File: config.mk
export PLATFORM = sky130hd
export DESIGN_NAME = vmem_term_ctrl
export DESIGN_NICKNAME = d
export VERILOG_FILES = /design/src/rtl/vmem_term_pkg.sv /design/src/rtl/term_cursor.sv /design/src/rtl/vmem_term_ctrl.sv
export SDC_FILE = /design/constraint.sdc
export NUM_CORES = 1
export LEC_CHECK = 0
export BUFFER_PORTS_ARGS = -buffer_cell sky130_fd_sc_hd__buf_2
export CORE_MARGIN = 4
export CORE_UTILIZATION = 53
export CTS_CLUSTER_DIAMETER = 30
export CTS_CLUSTER_SIZE = 30
export DETAILED_ROUTE_END_ITERATION = 10
export PLACE_DENSITY_LB_ADDON = 0.12
export RECOVER_POWER = 100
export SKIP_CTS_REPAIR_TIMING = 1
export SYNTH_ARGS = -nofsm -noshare
export SYNTH_HDL_FRONTEND = slang
export SYNTH_HIERARCHICAL = 1
export SYNTH_SLANG_ARGS = --single-unit
File: constraint.sdc
create_clock -name clk -period 5.1 [get_ports clk]
set_input_delay 0.765 -clock clk [delete_from_list [all_inputs] [get_ports clk]]
set_output_delay 0.765 -clock clk [all_outputs]
set_load 0.005 [all_outputs]
File: src/rtl/vmem_term_pkg.sv
// vmem_term_pkg: shared geometry, ASCII codes and FSM state type for the text terminal controller
package vmem_term_pkg;
  localparam int COLS  = 70;
  localparam int ROWS  = 30;
  localparam int CELLS = COLS * ROWS;
  localparam logic [7:0] CR    = 8'h0D;
  localparam logic [7:0] BS    = 8'h08;
  localparam logic [7:0] SPACE = 8'h20;
  localparam logic [7:0] PR_LO = 8'h20;
  localparam logic [7:0] PR_HI = 8'h7E;
  typedef enum logic [2:0] {
    IDLE,
    WRITE,
    CLEAR,
    SCROLL_RD,
    SCROLL_WR,
    SCROLL_BLANK
  } state_e;
endpackage

File: src/rtl/term_cursor.sv
// term_cursor: cursor column/row registers with advance, newline, retreat and home commands
module term_cursor
  import vmem_term_pkg::*;
#(
  parameter int COLS = vmem_term_pkg::COLS,
  parameter int ROWS = vmem_term_pkg::ROWS
) (
  input  logic        clk,
  input  logic        rst,
  input  logic        adv_i,
  input  logic        nl_i,
  input  logic        ret_i,
  input  logic        home_i,
  output logic [6:0]  col_o,
  output logic [4:0]  row_o,
  output logic        last_row_o,
  output logic        wrap_o,
  output logic [11:0] addr_o
);
  localparam logic [6:0] COL_MAX = 7'(COLS - 1);
  localparam logic [4:0] ROW_MAX = 5'(ROWS - 1);
  logic [6:0] col_q, col_d;
  logic [4:0] row_q, row_d;
  logic       at_home;
  assign at_home = (col_q == '0) && (row_q == '0);
  always_comb begin
    col_d = col_q;
    row_d = row_q;
    if (home_i) begin
      col_d = '0;
      row_d = '0;
    end else if (adv_i) begin
      col_d = (col_q == COL_MAX) ? '0 : col_q + 7'd1;
      row_d = (col_q == COL_MAX && row_q != ROW_MAX) ? row_q + 5'd1 : row_q;
    end else if (nl_i) begin
      col_d = '0;
      row_d = (row_q != ROW_MAX) ? row_q + 5'd1 : row_q;
    end else if (ret_i && !at_home) begin
      col_d = (col_q == '0) ? COL_MAX : col_q - 7'd1;
      row_d = (col_q == '0) ? row_q - 5'd1 : row_q;
    end
  end
  always_ff @(posedge clk) begin
    if (rst) begin
      col_q <= '0;
      row_q <= '0;
    end else begin
      col_q <= col_d;
      row_q <= row_d;
    end
  end
  assign col_o      = col_q;
  assign row_o      = row_q;
  assign last_row_o = (row_q == ROW_MAX);
  assign wrap_o     = last_row_o && (col_q == COL_MAX);
  assign addr_o     = 12'(row_q) * 12'(COLS) + 12'(col_q);
endmodule

File: src/rtl/vmem_term_ctrl.sv
// vmem_term_ctrl: keyboard-driven text terminal writer for a linear character memory,
// with screen clear and one-line scroll (copy up, blank last row)
module vmem_term_ctrl
  import vmem_term_pkg::*;
#(
  parameter int COLS  = vmem_term_pkg::COLS,
  parameter int ROWS  = vmem_term_pkg::ROWS,
  parameter int CELLS = vmem_term_pkg::CELLS
) (
  input  logic        clk,
  input  logic        rst,
  input  logic        key_valid,
  input  logic [7:0]  key_ascii,
  output logic        key_ready,
  input  logic        clear_req,
  output logic [11:0] rd_addr,
  input  logic [7:0]  rd_data,
  output logic        wr_en,
  output logic [11:0] wr_addr,
  output logic [7:0]  wr_data,
  output logic [6:0]  cur_col,
  output logic [4:0]  cur_row,
  output logic        busy
);
  localparam logic [11:0] LAST      = 12'(CELLS - 1);
  localparam logic [11:0] COPY_LAST = 12'(CELLS - COLS - 1);
  localparam logic [11:0] BLANK0    = 12'(CELLS - COLS);
  localparam logic [11:0] ROW_W     = 12'(COLS);
  state_e      state_q, state_d;
  logic        wr_en_q, wr_en_d;
  logic [11:0] wr_addr_q, wr_addr_d;
  logic [7:0]  wr_data_q, wr_data_d;
  logic [11:0] rd_addr_q, rd_addr_d;
  logic        scroll_q, scroll_d;
  logic        key_ready_q, busy_q;
  logic        adv, nl, ret, home;
  logic        last_row, wrap;
  logic [11:0] cur_addr;
  logic        printable;
  term_cursor #(.COLS(COLS), .ROWS(ROWS)) u_cursor (
    .clk       (clk),
    .rst       (rst),
    .adv_i     (adv),
    .nl_i      (nl),
    .ret_i     (ret),
    .home_i    (home),
    .col_o     (cur_col),
    .row_o     (cur_row),
    .last_row_o(last_row),
    .wrap_o    (wrap),
    .addr_o    (cur_addr)
  );
  assign printable = (key_ascii >= PR_LO) && (key_ascii <= PR_HI);
  always_comb begin
    state_d   = state_q;
    wr_en_d   = 1'b0;
    wr_addr_d = wr_addr_q;
    wr_data_d = wr_data_q;
    rd_addr_d = rd_addr_q;
    scroll_d  = scroll_q;
    adv       = 1'b0;
    nl        = 1'b0;
    ret       = 1'b0;
    home      = 1'b0;
    case (state_q)
      IDLE: begin
        if (clear_req) begin
          state_d   = CLEAR;
          wr_en_d   = 1'b1;
          wr_addr_d = '0;
          wr_data_d = SPACE;
        end else if (key_valid) begin
          state_d  = WRITE;
          scroll_d = 1'b0;
          if (printable) begin
            wr_en_d   = 1'b1;
            wr_addr_d = cur_addr;
            wr_data_d = key_ascii;
            adv       = 1'b1;
            scroll_d  = wrap;
          end else if (key_ascii == CR) begin
            nl       = 1'b1;
            scroll_d = last_row;
          end else if (key_ascii == BS && cur_addr != '0) begin
            // stepping back one linear cell also covers wrapping to the previous row's end
            ret       = 1'b1;
            wr_en_d   = 1'b1;
            wr_addr_d = cur_addr - 12'd1;
            wr_data_d = SPACE;
          end
        end
      end
      WRITE: begin
        state_d   = scroll_q ? SCROLL_RD : IDLE;
        rd_addr_d = scroll_q ? ROW_W : rd_addr_q;
      end
      CLEAR: begin
        state_d   = (wr_addr_q == LAST) ? IDLE : CLEAR;
        home      = (wr_addr_q == LAST);
        wr_en_d   = (wr_addr_q != LAST);
        wr_addr_d = (wr_addr_q == LAST) ? wr_addr_q : wr_addr_q + 12'd1;
      end
      SCROLL_RD: begin
        state_d   = SCROLL_WR;
        wr_en_d   = 1'b1;
        wr_addr_d = rd_addr_q - ROW_W;
      end
      SCROLL_WR: begin
        if (wr_addr_q == COPY_LAST) begin
          state_d   = SCROLL_BLANK;
          wr_en_d   = 1'b1;
          wr_addr_d = BLANK0;
          wr_data_d = SPACE;
        end else begin
          state_d   = SCROLL_RD;
          rd_addr_d = rd_addr_q + 12'd1;
        end
      end
      SCROLL_BLANK: begin
        state_d   = (wr_addr_q == LAST) ? IDLE : SCROLL_BLANK;
        wr_en_d   = (wr_addr_q != LAST);
        wr_addr_d = (wr_addr_q == LAST) ? wr_addr_q : wr_addr_q + 12'd1;
      end
      default: state_d = IDLE;
    endcase
  end
  always_ff @(posedge clk) begin
    if (rst) begin
      state_q     <= IDLE;
      wr_en_q     <= 1'b0;
      wr_addr_q   <= '0;
      wr_data_q   <= '0;
      rd_addr_q   <= '0;
      scroll_q    <= 1'b0;
      key_ready_q <= 1'b1;
      busy_q      <= 1'b0;
    end else begin
      state_q     <= state_d;
      wr_en_q     <= wr_en_d;
      wr_addr_q   <= wr_addr_d;
      wr_data_q   <= wr_data_d;
      rd_addr_q   <= rd_addr_d;
      scroll_q    <= scroll_d;
      key_ready_q <= (state_d == IDLE);
      busy_q      <= (state_d != IDLE);
    end
  end
  // memory read data only arrives during the copy-write cycle, so it is forwarded straight through
  assign wr_data   = (state_q == SCROLL_WR) ? rd_data : wr_data_q;
  assign wr_en     = wr_en_q;
  assign wr_addr   = wr_addr_q;
  assign rd_addr   = rd_addr_q;
  assign key_ready = key_ready_q;
  assign busy      = busy_q;
endmodule

==> results_dict.tcl <==
set metrics [dict create \
    status "complete, no violations" \
    post-dp-hpwl_um 9210 \
    finalCriticalPeriod_ps 4890 \
    root_buffer "clkbuf_8" \
    htree_levels 2 \
    fin_crit_sh 0.960 \
    place_inst 727 \
    synthToLayoutAreaGrowth_pct 10.8 \
    core-area_um2 8180 \
    setup_tns_ps 0 \
    grt_pass1_wl_um 20400 \
    drive_gt1_frac 0.157 \
    grt_usage 0.246 \
    ys.flop_type "dfxtp_1" \
    portBuffers 66 \
    finalSetupViolations 0 \
    crit_path_max_fanout 12 \
    firstDrtPassIters 5 \
    worstSetupEndpointType "flop" \
    timing.final.ws_setup_ps 205 \
    drv_slew 0 \
    grt_pass1_vias 4291 \
    cts_tree "built" \
    antenna_left 0 \
    ys_ff_latch 51 \
    grt_remaining_overflow 0 \
    dp_slack_ps -104 \
    wl_per_cell_um 16.7 \
    place.gp.congestion 0.919 \
    cts_made_buffers 5 \
    crit_type "reg2reg" \
    worstReg2RegStart "u_cursor/row_o[2]$_SDFFE_PP0P_" \
    relSlewSlack 0.153 \
    p_per_area_nw_per_um2 208 \
    clock.fmax_mhz 204 \
    drc_errors 0 \
    n_fill_cell 793 \
    timing.critical_path.from "u_cursor/row_o[2]$_SDFFE_PP0P_" \
    vias 4509 \
    wirelength_um 12300 \
    rrSetupSlack_ps 210 \
    seq_area_um2 1020 \
    cp_top_family "simple AND/OR/NAND/NOR gates" \
    start_util 0.545 \
    synth_cells 580 \
    synth_edf_count 0 \
    finClkSkew_ps 7.61 \
    worst-path-buf-inv 2 \
    crit_chain "inv_1 -> ha_1 -> ha_1 -> ha_1 -> xor2_1 -> ha_1 -> or2_2 -> a21oi_1 -> a2111oi_0 -> a221oi_1 -> xnor2_1 -> or4_1 -> nor4_2 -> nor4_2 -> o41a_1 -> nor2_2 -> buf_4 -> a211oi_1 -> a211oi_1" \
    die_h_um 99.7 \
    min_from "wr_data_q[1]$_SDFFE_PP0P_" \
    via_per_inst 6.13 \
    whs_path_depth 2 \
    synth-seq-area-share 0.229 \
    antenna_found_initial 0 \
    fin_nets 686 \
    synth_warnings 6 \
    hold_path_end "wr_data_q[1]$_SDFFE_PP0P_" \
    crit_required_ps 5330 \
    dieArea_um2 9930 \
    p_total_mw 1.03 \
    worst-slew-pin-transition_ps 1260 \
    p_leak_nw 2.07 \
    slowest_stage "or4_1" \
    clockBufferDepth 2 \
    hold_viol 0 \
    rows 33 \
    critical_path.max_stage_delay_ps 530 \
    diodes 0 \
    synth_cell_types 69 \
    die_w_um 99.7 \
    stdcell_count 736 \
    rsz0062_at_grt "true" \
    max-vdd-ir-drop_mv 0.150 \
    path_common_cell "ha_1" \
    synth_nets 636 \
    cap_viol_max_count 0 \
    async_reset_ff_frac 0 \
    grt_start_max_net_pins 33 \
    avgSynthCellArea_um2 7.68 \
    drtIter0Drc 272 \
    r2r_cells 19 \
    cts.sinks 51 \
    r2r_end "u_cursor/col_o[5]$_SDFFE_PP0N_" \
    io_pins 67 \
    hold_path_class "reg2reg" \
    syn-cell-area_um2 4450 \
    worstPathArrival_ps 5120 \
    crit_path_start_kind "flop" \
    worstSkewPairLatency_ps 320 \
    multi_input_area_um2 3230 \
    clk_pin_slew_ps 110 \
]
-- sequential cells by signal, indices dropped and copies added, names as in the netlist --
register and cells:
rd_addr 12, wr_addr 12, wr_data_q 8, u_cursor/col_o 7
u_cursor/row_o 5, state_q 3, busy 1, key_ready 1
scroll_q 1, wr_en 1
-- layout by cell type (no fill, tap or decap), types with 21 or more instances in the layout --
cell type	instances
inv_1	22
ha_1	33
a21oi_1	40
dfxtp_1	51
nand2_1	61
o21ai_0	26
nor2_1	45
buf_2	54
nand3_1	23
xnor2_1	33
xor2_1	21
nor3_1	23
-- routing by layer --
| metal | global-route usage | vias up | routed length (um) |
|---|---|---|---|
| met3 | 0.0323 | 17 | 480 |
| met4 | 0.0735 | 0 | 205 |
| li1 | - | 2214 | - |
| met5 | 0 | - | 0 |
| met2 | 0.430 | 110 | 6180 |
| met1 | 0.315 | 2168 | 5440 |
-- cell families (layout without fill, tap and decap cells) --
group / count (synthesis) / count (layout) / synth area share
XOR/XNOR: 54 / 54 / 0.106
adder cells (fa/ha/maj): 36 / 36 / 0.105
buffers and inverters: 53 / 104 / 0.0526
multiplexers: 6 / 6 / 0.0141
AND/OR/NAND/NOR: 234 / 234 / 0.275
flip-flops: 51 / 51 / 0.229
AO/OA/AOI/OAI: 146 / 146 / 0.218
-- per-stage QoR --
step | util | area (um^2) | hold slack, ps
floorplan | - | 4450 | 457
global placement | 0.589 | 4810 | 473
detailed placement | 0.589 | 4810 | 479
CTS | 0.601 | 4910 | 504
global route | 0.603 | 4930 | 533
finish | 0.603 | 4930 | 504
-- synth_stat cells, types with 15 or more instances --
cell / instances / area [um^2]
nand2_1: 61 / 229
dfxtp_1: 51 / 1020
nor2_1: 45 / 169
a21oi_1: 41 / 205
ha_1: 34 / 425
xnor2_1: 33 / 289
o21ai_0: 27 / 135
nand3_1: 23 / 115
nor3_1: 23 / 115
inv_1: 22 / 82.6
xor2_1: 21 / 184
clkbuf_1: 16 / 60.1
a211oi_1: 15 / 113
-- worst reg2reg max path, stage by stage, from the launching register on --
cell	delay [ps]
dfxtp_1	460
inv_1	140
ha_1	310
ha_1	340
ha_1	250
xor2_1	170
ha_1	340
or2_2	290
a21oi_1	180
a2111oi_0	90
a221oi_1	290
xnor2_1	160
or4_1	530
nor4_2	310
nor4_2	140
o41a_1	160
nor2_2	90
buf_4	190
a211oi_1	70
a211oi_1	300
-- worst max-delay path by stage --
stage / endpoint / depth (start not counted)
4_1_cts: u_cursor/row_o[3]$_SDFFE_PP0P_ / 23
6_report: u_cursor/col_o[5]$_SDFFE_PP0N_ / 19
3_3_place_gp: u_cursor/row_o[3]$_SDFFE_PP0P_ / 20
3_5_place_dp: u_cursor/row_o[3]$_SDFFE_PP0P_ / 23
5_1_grt: u_cursor/col_o[5]$_SDFFE_PP0N_ / 19
2_1_floorplan: u_cursor/row_o[3]$_SDFFE_PP0P_ / 21
-- cell type report --
class	instances	area share
Timing Repair Buffer	74	0.0746
Sequential cell	51	0.207
Tap cell	105	0.0266
Clock buffer	5	0.0140
Clock inverter	3	0.00558
Inverter	22	0.0167
Multi-Input combinational cell	476	0.655
-- report_power, final --
| part | switching [mW] | leakage (nW) | internal, mW |
|---|---|---|---|
| Sequential | 0.0393 | 0.416 | 0.422 |
| Clock | 0.159 | 0.0463 | 0.101 |
| Combinational | 0.176 | 1.61 | 0.128 |
No activity file was read; power rests on OpenSTA's default activity.
